`src/rtl/scroll_pkg.sv`:
```
`default_nettype none
// ============================================================================
// Module      : scroll_pkg
// Description : Shared state encoding and default sizing for the scrolling
//               ID display sequencing controller.
// Revision    : 1.0 - initial release
// ============================================================================
package scroll_pkg;

    localparam int DIGITS_DEF     = 13;
    localparam int HOLD_TICKS_DEF = 4;

    typedef enum logic [2:0] {
        ST_IDLE  = 3'd0,
        ST_LOAD  = 3'd1,
        ST_RUN   = 3'd2,
        ST_HOLD  = 3'd3,
        ST_PAUSE = 3'd4
    } state_t;

endpackage
`default_nettype wire

```
`src/rtl/wrap_counter.sv`:
```
`default_nettype none
// ============================================================================
// Module      : wrap_counter
// Description : Up/down modulo-DIGITS window position counter. o_wrap flags
//               a step that lands on position 0 (end of a lap).
// Revision    : 1.0 - initial release
// ============================================================================
module wrap_counter
    import scroll_pkg::*;
#(
    parameter int DIGITS   = DIGITS_DEF,
    parameter int POS_BITS = 4
) (
    input  logic                clk,
    input  logic                reset,
    input  logic                i_clr,
    input  logic                i_step,
    input  logic                i_down,
    output logic [POS_BITS-1:0] o_pos,
    output logic                o_wrap
);

    localparam logic [POS_BITS-1:0] c_last = POS_BITS'(DIGITS - 1);
    localparam logic [POS_BITS-1:0] c_one  = POS_BITS'(1);

    logic [POS_BITS-1:0] r_pos;
    logic [POS_BITS-1:0] w_next;

    // Next position with modulo wrap in either direction
    always_comb begin
        w_next = r_pos;
        if (i_down) begin
            w_next = (r_pos == '0) ? c_last : (r_pos - c_one);
        end else begin
            w_next = (r_pos == c_last) ? '0 : (r_pos + c_one);
        end
    end

    assign o_wrap = i_step && (w_next == '0);
    assign o_pos  = r_pos;

    // Position register: clear has priority over a step
    always_ff @(posedge clk) begin
        if (!reset) begin
            r_pos <= '0;
        end else if (i_clr) begin
            r_pos <= '0;
        end else if (i_step) begin
            r_pos <= w_next;
        end
    end

endmodule
`default_nettype wire

```
`src/rtl/scroll_ctrl.sv`:
```
`default_nettype none
// ============================================================================
// Module      : scroll_ctrl
// Description : Sequencing controller for the scrolling ID display. Drives
//               shifter load/step/direction, tracks the window offset and
//               handles start, pause, single-lap/continuous and lap hold.
//               Optional macro SCROLL_CTRL_BLINK_EN: blink `blank` in PAUSE.
// Revision    : 1.0 - initial release
// ============================================================================
module scroll_ctrl
    import scroll_pkg::*;
#(
    parameter int DIGITS     = DIGITS_DEF,
    parameter int POS_BITS   = 4,
    parameter int HOLD_TICKS = HOLD_TICKS_DEF
) (
    input  logic                clk,
    input  logic                reset,
    input  logic                tick,
    input  logic                start,
    input  logic                pause,
    input  logic                dir,
    input  logic                mode_once,
    output logic                sh_ld,
    output logic                sh_en,
    output logic                sh_dir,
    output logic [POS_BITS-1:0] pos,
    output logic                busy,
    output logic                lap_done,
    output logic                blank
);

    localparam int              c_hw        = $clog2(HOLD_TICKS + 1);
    localparam logic [c_hw-1:0] c_hold_last = c_hw'(HOLD_TICKS - 1);
    localparam logic [c_hw-1:0] c_hold_one  = c_hw'(1);

    state_t          r_state;
    state_t          w_next;
    logic [c_hw-1:0] r_hold;
    logic            r_ret_hold;
    logic            r_once;
    logic            r_sh_ld;
    logic            r_sh_en;
    logic            r_sh_dir;
    logic            r_busy;
    logic            r_lap;

    logic w_run_tick;
    logic w_hold_tick;
    logic w_hold_end;
    logic w_pause_go;
    logic w_wrap;

    // Event qualification: start beats pause, pause beats tick
    assign w_run_tick  = (r_state == ST_RUN)  && tick && !start && !pause;
    assign w_hold_tick = (r_state == ST_HOLD) && tick && !start && !pause;
    assign w_hold_end  = w_hold_tick && (r_hold == c_hold_last);
    assign w_pause_go  = !start && pause &&
                         ((r_state == ST_RUN) || (r_state == ST_HOLD));

    wrap_counter #(
        .DIGITS   (DIGITS),
        .POS_BITS (POS_BITS)
    ) u_pos (
        .clk    (clk),
        .reset  (reset),
        .i_clr  (start),
        .i_step (w_run_tick),
        .i_down (r_sh_dir),
        .o_pos  (pos),
        .o_wrap (w_wrap)
    );

    // Next-state decode
    always_comb begin
        w_next = r_state;
        if (start) begin
            w_next = ST_LOAD;
        end else begin
            case (r_state)
                ST_IDLE:  w_next = ST_IDLE;
                ST_LOAD:  w_next = ST_RUN;
                ST_RUN: begin
                    if (pause)       w_next = ST_PAUSE;
                    else if (w_wrap) w_next = ST_HOLD;
                end
                ST_HOLD: begin
                    if (pause)           w_next = ST_PAUSE;
                    else if (w_hold_end) w_next = r_once ? ST_IDLE : ST_RUN;
                end
                ST_PAUSE: begin
                    if (pause) w_next = r_ret_hold ? ST_HOLD : ST_RUN;
                end
                default:  w_next = ST_IDLE;
            endcase
        end
    end

    // State register
    always_ff @(posedge clk) begin
        if (!reset) begin
            r_state <= ST_IDLE;
        end else begin
            r_state <= w_next;
        end
    end

    // Hold counter, pause origin and latched lap mode
    always_ff @(posedge clk) begin
        if (!reset) begin
            r_hold     <= '0;
            r_ret_hold <= 1'b0;
            r_once     <= 1'b0;
        end else begin
            if (start || w_run_tick || w_hold_end) begin
                r_hold <= '0;
            end else if (w_hold_tick) begin
                r_hold <= r_hold + c_hold_one;
            end
            if (w_pause_go) begin
                r_ret_hold <= (r_state == ST_HOLD);
            end
            if (r_state == ST_LOAD) begin
                r_once <= mode_once;
            end
        end
    end

    // Registered shifter controls and status outputs
    always_ff @(posedge clk) begin
        if (!reset) begin
            r_sh_ld  <= 1'b0;
            r_sh_en  <= 1'b0;
            r_sh_dir <= 1'b0;
            r_busy   <= 1'b0;
            r_lap    <= 1'b0;
        end else begin
            r_sh_ld <= (w_next == ST_LOAD);
            r_sh_en <= w_run_tick;
            r_lap   <= w_run_tick && w_wrap;
            r_busy  <= (w_next != ST_IDLE);
            if (w_next == ST_IDLE) begin
                r_sh_dir <= 1'b0;
            end else if (r_state == ST_LOAD) begin
                r_sh_dir <= dir;
            end
        end
    end

    assign sh_ld    = r_sh_ld;
    assign sh_en    = r_sh_en;
    assign sh_dir   = r_sh_dir;
    assign busy     = r_busy;
    assign lap_done = r_lap;

`ifdef SCROLL_CTRL_BLINK_EN
    logic r_blank;

    // Blink while paused: toggle per tick, cleared on any exit from PAUSE
    always_ff @(posedge clk) begin
        if (!reset) begin
            r_blank <= 1'b0;
        end else if (w_next != ST_PAUSE) begin
            r_blank <= 1'b0;
        end else if ((r_state == ST_PAUSE) && tick && !pause) begin
            r_blank <= ~r_blank;
        end
    end

    assign blank = r_blank;
`else
    assign blank = 1'b0;
`endif

endmodule
`default_nettype wire

```
`config.mk`:
```
export PLATFORM = sky130hd
export DESIGN_NAME = scroll_ctrl
export DESIGN_NICKNAME = d
export VERILOG_FILES = /design/src/rtl/scroll_pkg.sv /design/src/rtl/wrap_counter.sv /design/src/rtl/scroll_ctrl.sv
export SDC_FILE = /design/constraint.sdc
export NUM_CORES = 1
export LEC_CHECK = 0
export ABC_AREA = 1
export CAP_MARGIN = 20
export CELL_PAD_IN_SITES_DETAIL_PLACEMENT = 1
export CELL_PAD_IN_SITES_GLOBAL_PLACEMENT = 1
export CORE_AREA = 2 2 53 55
export DETAILED_ROUTE_END_ITERATION = 10
export DIE_AREA = 0 0 55 57
export HOLD_SLACK_MARGIN = 0.08
export PLACE_DENSITY_LB_ADDON = 0.1
export SETUP_SLACK_MARGIN = 0.3
export SYNTH_ARGS = -nofsm -noshare
export SYNTH_HDL_FRONTEND = slang
export SYNTH_SLANG_ARGS = --single-unit
export TNS_END_PERCENT = 100
```
`constraint.sdc`:
```
create_clock -name clk -period 3.5 [get_ports clk]
set_clock_uncertainty 0.15 [all_clocks]
set_input_delay 0.525 -clock clk [delete_from_list [all_inputs] [get_ports clk]]
set_output_delay 0.525 -clock clk [all_outputs]
set_load 0.02 [all_outputs]
```
==> results.txt <==
nature of the critical path endpoint = primary output
count of vias placed by the detailed router = 875
final net count = 160
number of cell rows = 19
post-CTS clock slew at the launch and capture registers of the worst setup and hold paths = 0.09 ns
most instantiated library cell after synthesis = nand2_1
Worst Path Max Fanout = 8
Final Max Tran Viols = 0
class of the worst hold path = reg2reg
Critical Path Stages = 1
Hold Path Cell Cnt = 2
antenna diode count = 0
wire length of the first global-routing pass = 4.03 mm
Critical-path top delay cell = clkdlybuf4s50_1
drt via density = 4.89
non-filler cells in the finished layout = 179
Largest register FFs = 4
total I/O pin count = 17
crit path cell chain = clkdlybuf4s50_1
DPL Wire Length = 1.88 mm
metal3 WL = 28 um
synthesis warning total = 0
die area = 3140 um^2
routability congestion estimate from global placement = 0.736
synthesized netlist cell count = 130
total DRC errors in the routed layout = 0
buffer cell driving the clock tree root = clkbuf_4
Post-DRT Antenna Nets = 0
number of design-rule violations left by the first detailed-router iteration = 8
kind of cell adding the most delay to the critical path = buffers and inverters
die extent in y = 57 um
CP bufs+invs = 1
Critical Path Start = u_pos.o_pos[2]
die width = 55 um
residual overflow from global routing = 0
r2r startpoint = u_pos.o_pos[0]
top layer used by detailed routing = met4
max_cap viols = 0
sequential cell fraction of total power = 58.2%
most used standard cells in the synthesized netlist = nand2_1, inv_1, dfxtp_1
netlist area before placement = 980 um^2
Port-buffer cells = 15
Post-Place Worst Slack = 1.24 ns
distinct cell type count after synthesis = 27
cell depth of the worst flop-to-flop path = 11
time the final worst path needs with I/O delays and setup = 2.15 ns
Post CTS Setup Buffer Count = 0
met2 routed wirelength = 1.11 mm
maximum number of pins on one net before global-route repair = 10
cells resized by post-CTS repair = 0
final setup violating endpoints = 0
Mean Syn Cell Area = 7.54 um^2
FFs w/ async S/R, synth = 0%
signed area change from the synthesized netlist to the final layout = 21.2%
WP data arrival = 1.48 ns
required time of the critical path = 2.82 ns
total detailed-routing wirelength = 2.23 mm
nets in the synthesized netlist = 141
htree depth = 1
Max Freq = 464 MHz
Yosys top cell area share = 34.7%
clock latency at the later pin of the worst-skew pair = 0.28 ns
status = finished, final reports clean
largest cells by area after synthesis = dfxtp_1, nand2_1, inv_1
element type at the critical path start = flip-flop
EDFF count, synth = 0
Internal Pwr Total = 259 uW
pwr/cell area = 291 nW/um^2
Final Hold Violating Endpoints = 0
hold_buf cts = 0
Sink Count = 17
Inserted Clock Buffers = 3
Met1 Routed Length = 1.06 mm
GRT Resource Usage Total = 17.4%
TritonCTS clock tree = done
initial core utilization = 37.5%
Pleak = 0.531 nW
origin of the worst min-delay path = r_hold[1]
RSZ-0062 raised after global routing = no
worst setup slack after layout = 1.35 ns
Crit path largest cell delay = 0.67 ns
aggregate negative setup slack = 0 ns
Switching Power = 86.4 uW
post-synth top area cell = dfxtp_1
switching share of power = 25.0%
number of global-route vias before repair = 944
Placed Instances = 175
part of the total power dissipated in the clock network = 29.4%
number of synthesized register bits = 17
sequential-to-total area share from yosys stat = 34.7%
critical path class = reg2out
routed len/inst = 12.5 um
fraction of final layout cells with drive strength greater than 1 = 16.2%
largest vdd supply drop = 0.180 mV
number of antenna violations at the first check in global routing = 0
most used flip-flop cell after synthesis = dfxtp_1
placeable core region = 2620 um^2
detailed-routing iteration count for the pre-antenna-repair pass = 2
total power after layout = 346 uW
combinational share of power = 12.4%
Clock Path Buffers = 2
share of the cycle needed by the critical path after routing = 61.5%
final timing paths:
check | end | slack (ns)
setup / recovery | pos[2] | 1.35
hold reg to reg | r_hold[1] | 0.32
setup reg to reg | sh_dir | 1.60
hold / removal | r_hold[1] | 0.32
power by group through the flow:
stage          Combinational [mW]  Sequential (mW)  Clock (mW)
2_1_floorplan              0.0226            0.208           0
3_3_place_gp               0.0427            0.206           0
3_5_place_dp               0.0429            0.206           0
4_1_cts                    0.0433            0.201       0.109
5_1_grt                    0.0471            0.202       0.118
6_report                   0.0429            0.201       0.102
metal layers:
metal / global-route usage, % / vias to the layer above
met1: 22.1 / 406
met3: 2.36 / 2
met5: 0 / -
li1: - / 459
met4: 7.32 / 0
met2: 28.7 / 8
metrics by stage:
step	hold slack (ns)	area (um^2)	util, %
global placement	0.309	1160	44.4
CTS	0.329	1190	45.4
finish	0.324	1190	45.4
floorplan	0.279	980	-
detailed placement	0.317	1160	44.4
global route	0.365	1190	45.4
cell type report:
type,count,area (um^2)
clock buffers,4,26.3
well taps,31,38.8
fillers,328,1430
multi-input cells,91,553
repair buffers,15,150
flip-flops and latches,17,340
inverters,21,78.8
tightest hold or removal path, stage by stage, from the launching register on:
cell and delay [ns]:
dfxtp_1 0.32, nand2_1 0.06, a21oi_1 0.05
logic make-up (layout without fill, tap and decap cells):
logic type | count (synthesis) | after routing | share of synthesized area, %
AOI/OAI and AO/OA | 18 | 18 | 11.1
xor gates and xnor gates | 1 | 1 | 0.894
DFF | 17 | 17 | 34.7
and+or+nand+nor | 67 | 67 | 39.0
adders and majority gates | 4 | 4 | 5.11
other | 1 | 1 | 0.383
buffers and inverters | 22 | 40 | 8.81
layout by cell type, fill, tap and decap left out, types with 3 or more instances in the layout:
master           Yosys  final
o21ai_0              5      5
ha_1                 4      4
clkbuf_4             0      3
dfxtp_1             17     17
a31oi_1              4      4
inv_1               19     19
nand3_2              6      6
nand2_1             26     26
nand3_1              8      8
clkdlybuf4s50_1      0     15
nor2_1               9      9
nand2_2              6      6
a21oi_1              5      5
No activity file was read; power rests on OpenSTA's default activity.
